[src/rtl/fpmul_issue_ctrl.sv]
// Issue/result sequencer wrapping a multi-cycle FPMUL: IDLE -> CLR -> START -> WAIT -> HOLD.
// Optional macro FPMUL_TIMEOUT_EN adds a WAIT watchdog that returns a quiet-NaN error result.
module fpmul_issue_ctrl #(
   parameter int TIMEOUT = 15
) (
   input  logic        Clk,
   input  logic        Rst,
   input  logic        In_Valid,
   output logic        In_Ready,
   input  logic [31:0] In_A,
   input  logic [31:0] In_B,
   output logic [31:0] Mul_A,
   output logic [31:0] Mul_B,
   output logic        Mul_Start,
   output logic        Mul_Rst,
   input  logic [31:0] Mul_P,
   input  logic [5:0]  Mul_Flags,
   input  logic        Mul_Done,
   output logic        Res_Valid,
   input  logic        Res_Ready,
   output logic [31:0] Res_P,
   output logic [5:0]  Res_Flags,
   output logic        Res_Err,
   output logic        Busy
);

   typedef enum logic [2:0] {
      S_IDLE  = 3'd0,
      S_CLR   = 3'd1,
      S_START = 3'd2,
      S_WAIT  = 3'd3,
      S_HOLD  = 3'd4
   } state_t;

   state_t      state_q, state_d;
   logic [31:0] a_q, a_d;
   logic [31:0] b_q, b_d;
   logic [31:0] p_q, p_d;
   logic [5:0]  f_q, f_d;

   generate
      if (TIMEOUT < 1) begin : g_bad_timeout
         $error("fpmul_issue_ctrl: TIMEOUT must be at least 1");
      end
   endgenerate

`ifdef FPMUL_TIMEOUT_EN
   localparam int CW = $clog2(TIMEOUT + 1);
   logic [CW-1:0] cnt_q, cnt_d;
   logic          err_q, err_d;
`endif

   always_ff @(posedge Clk or posedge Rst) begin
      if (Rst) begin
         state_q <= S_IDLE;
         a_q     <= '0;
         b_q     <= '0;
         p_q     <= '0;
         f_q     <= '0;
`ifdef FPMUL_TIMEOUT_EN
         cnt_q   <= '0;
         err_q   <= 1'b0;
`endif
      end else begin
         state_q <= state_d;
         a_q     <= a_d;
         b_q     <= b_d;
         p_q     <= p_d;
         f_q     <= f_d;
`ifdef FPMUL_TIMEOUT_EN
         cnt_q   <= cnt_d;
         err_q   <= err_d;
`endif
      end
   end

   always_comb begin
      state_d = state_q;
      a_d     = a_q;
      b_d     = b_q;
      p_d     = p_q;
      f_d     = f_q;
`ifdef FPMUL_TIMEOUT_EN
      err_d   = err_q;
      cnt_d   = '0;
`endif
      case (state_q)
         S_IDLE: begin
            if (In_Valid) begin
               a_d     = In_A;
               b_d     = In_B;
               state_d = S_CLR;
            end
         end
         S_CLR:   state_d = S_START;
         S_START: state_d = S_WAIT;
         S_WAIT: begin
            // Done wins over a coinciding watchdog expiry.
            if (Mul_Done) begin
               p_d     = Mul_P;
               f_d     = Mul_Flags;
`ifdef FPMUL_TIMEOUT_EN
               err_d   = 1'b0;
`endif
               state_d = S_HOLD;
            end
`ifdef FPMUL_TIMEOUT_EN
            else if (cnt_q == CW'(TIMEOUT - 1)) begin
               p_d     = 32'h7FC0_0000;
               f_d     = 6'b001000;
               err_d   = 1'b1;
               state_d = S_HOLD;
            end else begin
               cnt_d   = cnt_q + 1'b1;
            end
`endif
         end
         S_HOLD: begin
            if (Res_Ready) begin
               state_d = S_IDLE;
            end
         end
         default: state_d = S_IDLE;
      endcase
   end

   // Ready is masked by Rst so it stays low for the whole reset pulse.
   assign In_Ready  = (state_q == S_IDLE) && !Rst;
   assign Mul_A     = a_q;
   assign Mul_B     = b_q;
   assign Mul_Rst   = (state_q == S_CLR);
   assign Mul_Start = (state_q == S_START);
   assign Res_Valid = (state_q == S_HOLD);
   assign Res_P     = p_q;
   assign Res_Flags = f_q;
   assign Busy      = (state_q != S_IDLE);
`ifdef FPMUL_TIMEOUT_EN
   assign Res_Err   = err_q;
`else
   assign Res_Err   = 1'b0;
`endif

endmodule

[config.mk]
export PLATFORM = sky130hd
export DESIGN_NAME = fpmul_issue_ctrl
export DESIGN_NICKNAME = d
export VERILOG_FILES = /design/src/rtl/fpmul_issue_ctrl.sv
export SDC_FILE = /design/constraint.sdc
export NUM_CORES = 1
export LEC_CHECK = 0
export CELL_PAD_IN_SITES_DETAIL_PLACEMENT = 1
export CELL_PAD_IN_SITES_GLOBAL_PLACEMENT = 1
export CORE_MARGIN = 8
export CORE_UTILIZATION = 23
export CTS_CLUSTER_DIAMETER = 40
export DETAILED_ROUTE_END_ITERATION = 6
export PLACE_DENSITY_LB_ADDON = 0.05
export REMOVE_ABC_BUFFERS = 1
export SKIP_LAST_GASP = 1
export SYNTH_ARGS = -nofsm -noshare
export SYNTH_HDL_FRONTEND = slang
export SYNTH_SLANG_ARGS = --single-unit
[constraint.sdc]
create_clock -name Clk -period 3.35 [get_ports Clk]
set_clock_uncertainty 0.2 [all_clocks]
set_input_delay 0.5025 -clock Clk [delete_from_list [all_inputs] [get_ports Clk]]
set_output_delay 0.5025 -clock Clk [all_outputs]
set_load 0.02 [all_outputs]
==> impl_metrics.yaml, run 1 <==
cts:
  cts_resized: 0
  cts_buffer_depth: 2
  clock-sinks: 105
  htreeDepth: 3
  cts_tree: "yes"
  path_clk_slew_ns: 0.07
  cts_made_buffers: 9
  post_cts_buffers: 0
  cts-root-buf: "clkbuf_16"
  insertion_delay_ns: 0.35
  hold_buffers: 0
global_route:
  grt_max_degree: 51
  grt_pass1_vias: 3235
  grt_overflow: 0
  track_usage: 0.115
  grt_pass1_wl_mm: 20.5
  antenna_found_initial: 0
power_and_ir_drop:
  p_seq_frac: 0.330
  p_clk_frac: 0.145
  combPwrFrac: 0.525
  p_switching_uw: 2460
  p_int_uw: 4530
  leakage_uw: 0.00288
  ir_worst_vdd_mv: 0.320
  switching_share: 0.352
  power_density_nw_per_um2: 1020
floorplan:
  core_area_um2: 18500
  die_x_um: 153
  die_y_um: 153
  io_pins: 215
  initial_core_util: 0.232
  num_rows: 50
  dieArea_um2: 23300
worst_setup_path:
  cp.arrival_ns: 2.02
  critPathCaptureType: "output port"
  required_ns: 2.65
  slowest_delay_ns: 0.61
  critPathBufInv: 1
  cp_max_fo: 10
  cp_top_family: "buffers and inverters"
  startpoint_type: "flip-flop"
  cp_slowest_cell: "clkdlybuf4s50_1"
  path_class: "flip-flop to output port"
  crit_path_cell_trace: "or3_1 > nor2_1 > clkdlybuf4s50_1"
synth:
  ys_seq_elements: 105
  syn_avg_cell_area_um2: 18.1
  synth-xor-area-share: 0
  yosys_most_used_dff: "dfrtp_1"
  synth.distinct_cells: 20
  synth_top_family_by_area: "multiplexers"
  synth_edf_count: 0
  synthAdderAreaFrac: 0
  synth-async-reset-ratio: 1.00
  yosysWarnings: 0
  synthMuxAreaShare: 0.320
  ys_seq_area_frac: 0.612
  synthSimpleGateAreaFrac: 0.0140
  yosys.area.top_type_share: 0.612
  syn_inst: 237
  synth_area_um2: 4290
  synth_area_leaders: "dfrtp_1, mux2_4, mux2_2"
  synth_compound_area_frac: 0.00816
  synth.largest_area_cell: "dfrtp_1"
layout:
  fin_nets: 559
  fillers: 1937
  layout-drive-gt1-share: 0.271
  area_delta_synth_final_pct: 60.2
  layout.cells.non_filler: 691
  finish.utilization: 0.372
  diodes: 0
timing:
  slew_viol_final: 0
  fmax_ghz: 0.367
  worstMarginPinSlew_ns: 0.545
  rsz0062_at_grt: "false"
  period_needed_ns: 2.72
  finalCritPeriodShare: 0.813
  slew_headroom: 0.637
  finalHoldViolCount: 0
  setup_viol: 0
hold_path:
  holdCritPathClass: "flip-flop to flip-flop"
drt:
  wl_met1_mm: 5.42
  drcViolationCount: 0
  drt-total-wl_mm: 13.1
  wl_met2_mm: 6.59
  first_iter_violations: 74
  drtAntennaViolNets: 0
  wl_met3_um: 986
  drt-wirelength-per-cell_um: 19.0
  num_vias: 2783
  via_per_inst: 4.03
  top_layer_used: "met4"
  drtPass1Iterations: 2
placed_design:
  io_buffers: 213
  hpwl_mm: 9.63
  dp.cells: 675
  place_congestion: 0.663
flow_run:
  max_cap_violations: 0
status:
  status: "finished, final reports clean"
-- cell families (layout without fill, tap and decap cells) --
family | Yosys count | count (layout)
compound gates | 5 | 5
buf+inv | 16 | 236
flops | 105 | 105
mux | 102 | 102
other cells | 1 | 1
simple gates | 8 | 8
-- worst paths after layout --
check,start,end,slack (ns),cells after the start
setup reg to reg,state_q[0],Mul_A[29],1.29,3
hold / removal,Res_P[21],Res_P[21],0.30,1
max in group asynchronous,Rst,Mul_A[3],1.81,3
hold reg to reg,Res_P[21],Res_P[21],0.30,1
min in group asynchronous,Rst,Res_P[30],0.40,2
setup / recovery,state_q[0],In_Ready,0.63,3
-- layout make-up --
| type | instances | area (um^2) | share of cell area |
|---|---|---|---|
| clock buffer | 11 | 243 | 0.0353 |
| clock inverter | 5 | 31.3 | 0.00455 |
| inverter | 2 | 10.0 | 0.00145 |
| multi-input combinational | 116 | 1480 | 0.215 |
| sequential | 105 | 2630 | 0.382 |
| tap | 234 | 293 | 0.0426 |
| timing repair buffer | 218 | 2190 | 0.319 |
-- registers in the layout, indices dropped and copies added (netlist names) --
signal and cells:
Mul_B 32, Res_P 32, Mul_A 32, state_q 3, Res_Flags 6
-- power by group through the flow --
stage / logic [uW] / registers (uW) / clock network [uW]
after CTS: 3760 / 2310 / 1070
after global placement: 3710 / 2310 / 0
after detailed placement: 3740 / 2320 / 0
final: 3670 / 2310 / 1010
after global routing: 3880 / 2410 / 1130
after floorplan: 1270 / 3060 / 0
-- metrics by stage --
step / setup TNS [ns] / setup WS [ns] / total power [uW] / hold WS, ns / instance area (um^2)
6_report: 0 / 0.626 / 6990 / 0.304 / 6880
5_1_grt: 0 / 0.487 / 7410 / 0.328 / 6880
4_1_cts: 0 / 0.584 / 7150 / 0.309 / 6880
3_5_place_dp: 0 / 0.931 / 6070 / 0.293 / 6610
3_3_place_gp: 0 / 0.924 / 6020 / 0.286 / 6610
2_1_floorplan: -239.46 / -3.64 / 4330 / 0.308 / 4110
-- cell usage after synthesis (all sizes together) (2+ instances only) --
library cell / number
inv: 2
buf: 14
nor3b: 2
mux2: 102
o21bai: 2
dfrtp: 105
-- placed cells by master (no fill, tap or decap), drive strengths merged --
cell type / instances
nand4b: 1
mux2: 102
a31oi: 1
o41ai: 1
nor3b: 2
a21oi: 1
nor4b: 1
clkinvlp: 1
clkinv: 4
dfrtp: 105
nor3: 1
inv: 2
o21bai: 2
clkbuf: 11
clkdlybuf4s50: 213
conb: 1
nor2: 1
buf: 5
or3: 1
nand2b: 1
-- metal layers --
metal,vias to the layer above,track usage
li1,1256,-
met1,1420,0.132
met2,101,0.190
met3,6,0.0559
met4,0,0.0254
met5,-,0
Power figures use the tool's default switching activity.
==> run 2: changes to the inputs <==
==> constraint.sdc (replaced) <==
create_clock -name Clk -period 2.64 [get_ports Clk]
set_clock_uncertainty 0.2 [all_clocks]
set_input_delay 0.396 -clock Clk [delete_from_list [all_inputs] [get_ports Clk]]
set_output_delay 0.396 -clock Clk [all_outputs]
set_load 0.02 [all_outputs]
==> run 2 against run 1 <==
Against the previous run:
- hold slack got worse by 0.063 ns
- flip-flop and latch count did not move
- routed wire length decreased by 0.18%
- clock power is 34% higher
- critical path type unchanged
==> impl_metrics.yaml, run 2 (synthesis gave the netlist of run 1 again) <==
placed_design:
  io_buffers: 213
  place_congestion: 0.671
  dp.cells: 681
  hpwl_mm: 9.71
worst_setup_path:
  startpoint_type: "flip-flop"
  critPathBufInv: 1
  crit_cells: 2
  cp.arrival_ns: 1.77
  crit_path_cell_trace: "or3_1 > clkdlybuf4s50_1"
  slowest_delay_ns: 0.56
  r2r_cells: 5
  cp_slowest_cell: "clkdlybuf4s50_1"
  critPathCaptureType: "output port"
  required_ns: 2.04
  path_class: "flip-flop to output port"
  cp_top_family: "buffers and inverters"
  cp_max_fo: 8
cts:
  post_cts_buffers: 0
  cts_resized: 0
  cts_buffer_depth: 2
  clock-sinks: 105
  cts-root-buf: "clkbuf_16"
  htreeDepth: 3
  path_clk_slew_ns: 0.07
  cts_tree: "yes"
  cts_made_buffers: 9
  hold_buffers: 0
  insertion_delay_ns: 0.34
floorplan:
  dieArea_um2: 23300
  die_y_um: 153
  io_pins: 215
  core_area_um2: 18500
  num_rows: 50
  initial_core_util: 0.232
  die_x_um: 153
timing:
  setup_viol: 0
  rsz0062_at_grt: "false"
  finalCritPeriodShare: 0.895
  finalHoldViolCount: 0
  period_needed_ns: 2.36
  fmax_ghz: 0.423
  slew_viol_final: 0
  hold_slack_ns: 0.241
global_route:
  track_usage: 0.115
  grt_pass1_wl_mm: 20.5
  antenna_found_initial: 0
  grt_pass1_vias: 3214
  grt_max_degree: 40
  grt_overflow: 0
power_and_ir_drop:
  p_switching_uw: 3140
  p_clk_frac: 0.149
  switching_share: 0.348
  p_seq_frac: 0.320
  combPwrFrac: 0.530
  ir_worst_vdd_mv: 0.422
  p_int_uw: 5880
  power_density_nw_per_um2: 1290
  leakage_uw: 0.00295
layout:
  final_common_cell: "clkdlybuf4s50_1"
  finish.utilization: 0.377
  final_cell_mix: "clkdlybuf4s50_1, dfrtp_1, mux2_4, mux2_2, clkbuf_16"
  layout-drive-gt1-share: 0.279
  layout.cells.non_filler: 696
  area_delta_synth_final_pct: 62.8
  diodes: 0
  fin_nets: 565
drt:
  first_iter_violations: 57
  drtAntennaViolNets: 0
  drtPass1Iterations: 4
  drcViolationCount: 0
  num_vias: 2802
  via_per_inst: 4.03
  drt-total-wl_mm: 13.1
  drt-wirelength-per-cell_um: 18.8
hold_path:
  holdCritPathClass: "input pin to asynchronous set/reset pin"
flow_run:
  max_cap_violations: 0
status:
  status: "finished, final reports clean"
==> run 2: path summary, 6_finish.rpt <==
check / startpoint / end / slack [ns]
hold reg to reg: Res_P[13] / Res_P[13] / 0.31
min in group Clk: Res_P[13] / Res_P[13] / 0.31
setup reg to reg: state_q[0] / Mul_A[30] / 0.60
max in group asynchronous: Rst / Mul_B[16] / 1.40
hold / removal: Rst / Res_P[31] / 0.24
setup / recovery: state_q[2] / Busy / 0.28
==> run 2: final cells by class <==
cell class,count,area (um^2)
Fill cell,1924,11500
Timing Repair Buffer,224,2290
Multi-Input combinational cell,116,1480
Clock buffer,10,229
Clock inverter,5,56.3
Tap cell,234,293
Sequential cell,105,2630
Inverter,2,10.0
==> run 2: power groups by stage <==
stage | registers [uW] | logic, uW | clock network (uW)
6_report | 2890 | 4780 | 1350
5_1_grt | 3020 | 5050 | 1480
4_1_cts | 2900 | 4890 | 1430
3_5_place_dp | 2910 | 4880 | 0
3_3_place_gp | 2900 | 4830 | 0
2_1_floorplan | 3890 | 1610 | 0
==> run 2: through the flow <==
stage               setup slack (ns)  power (uW)  area (um^2)  TNS, ns
floorplan                      -4.33        5500         4110  -347.09
global placement               0.347        7730         6700        0
detailed placement             0.304        7780         6700        0
CTS                            0.100        9220         6990        0
global route                   0.184        9550         6990        0
finish                         0.278        9020         6990        0
==> run 2: worst reg2reg max path: stages (launching register included) <==
cell	delay, ns
dfrtp_1	0.37
buf_4	0.17
nor4b_4	0.35
buf_12	0.24
buf_4	0.24
mux2_2	0.36
==> run 2: routing by layer <==
layer / share of wire / GRT usage
met5: 0 / 0
met1: 0.39 / 0.127
met2: 0.50 / 0.191
met3: 0.099 / 0.0632
met4: 0.0082 / 0.0254
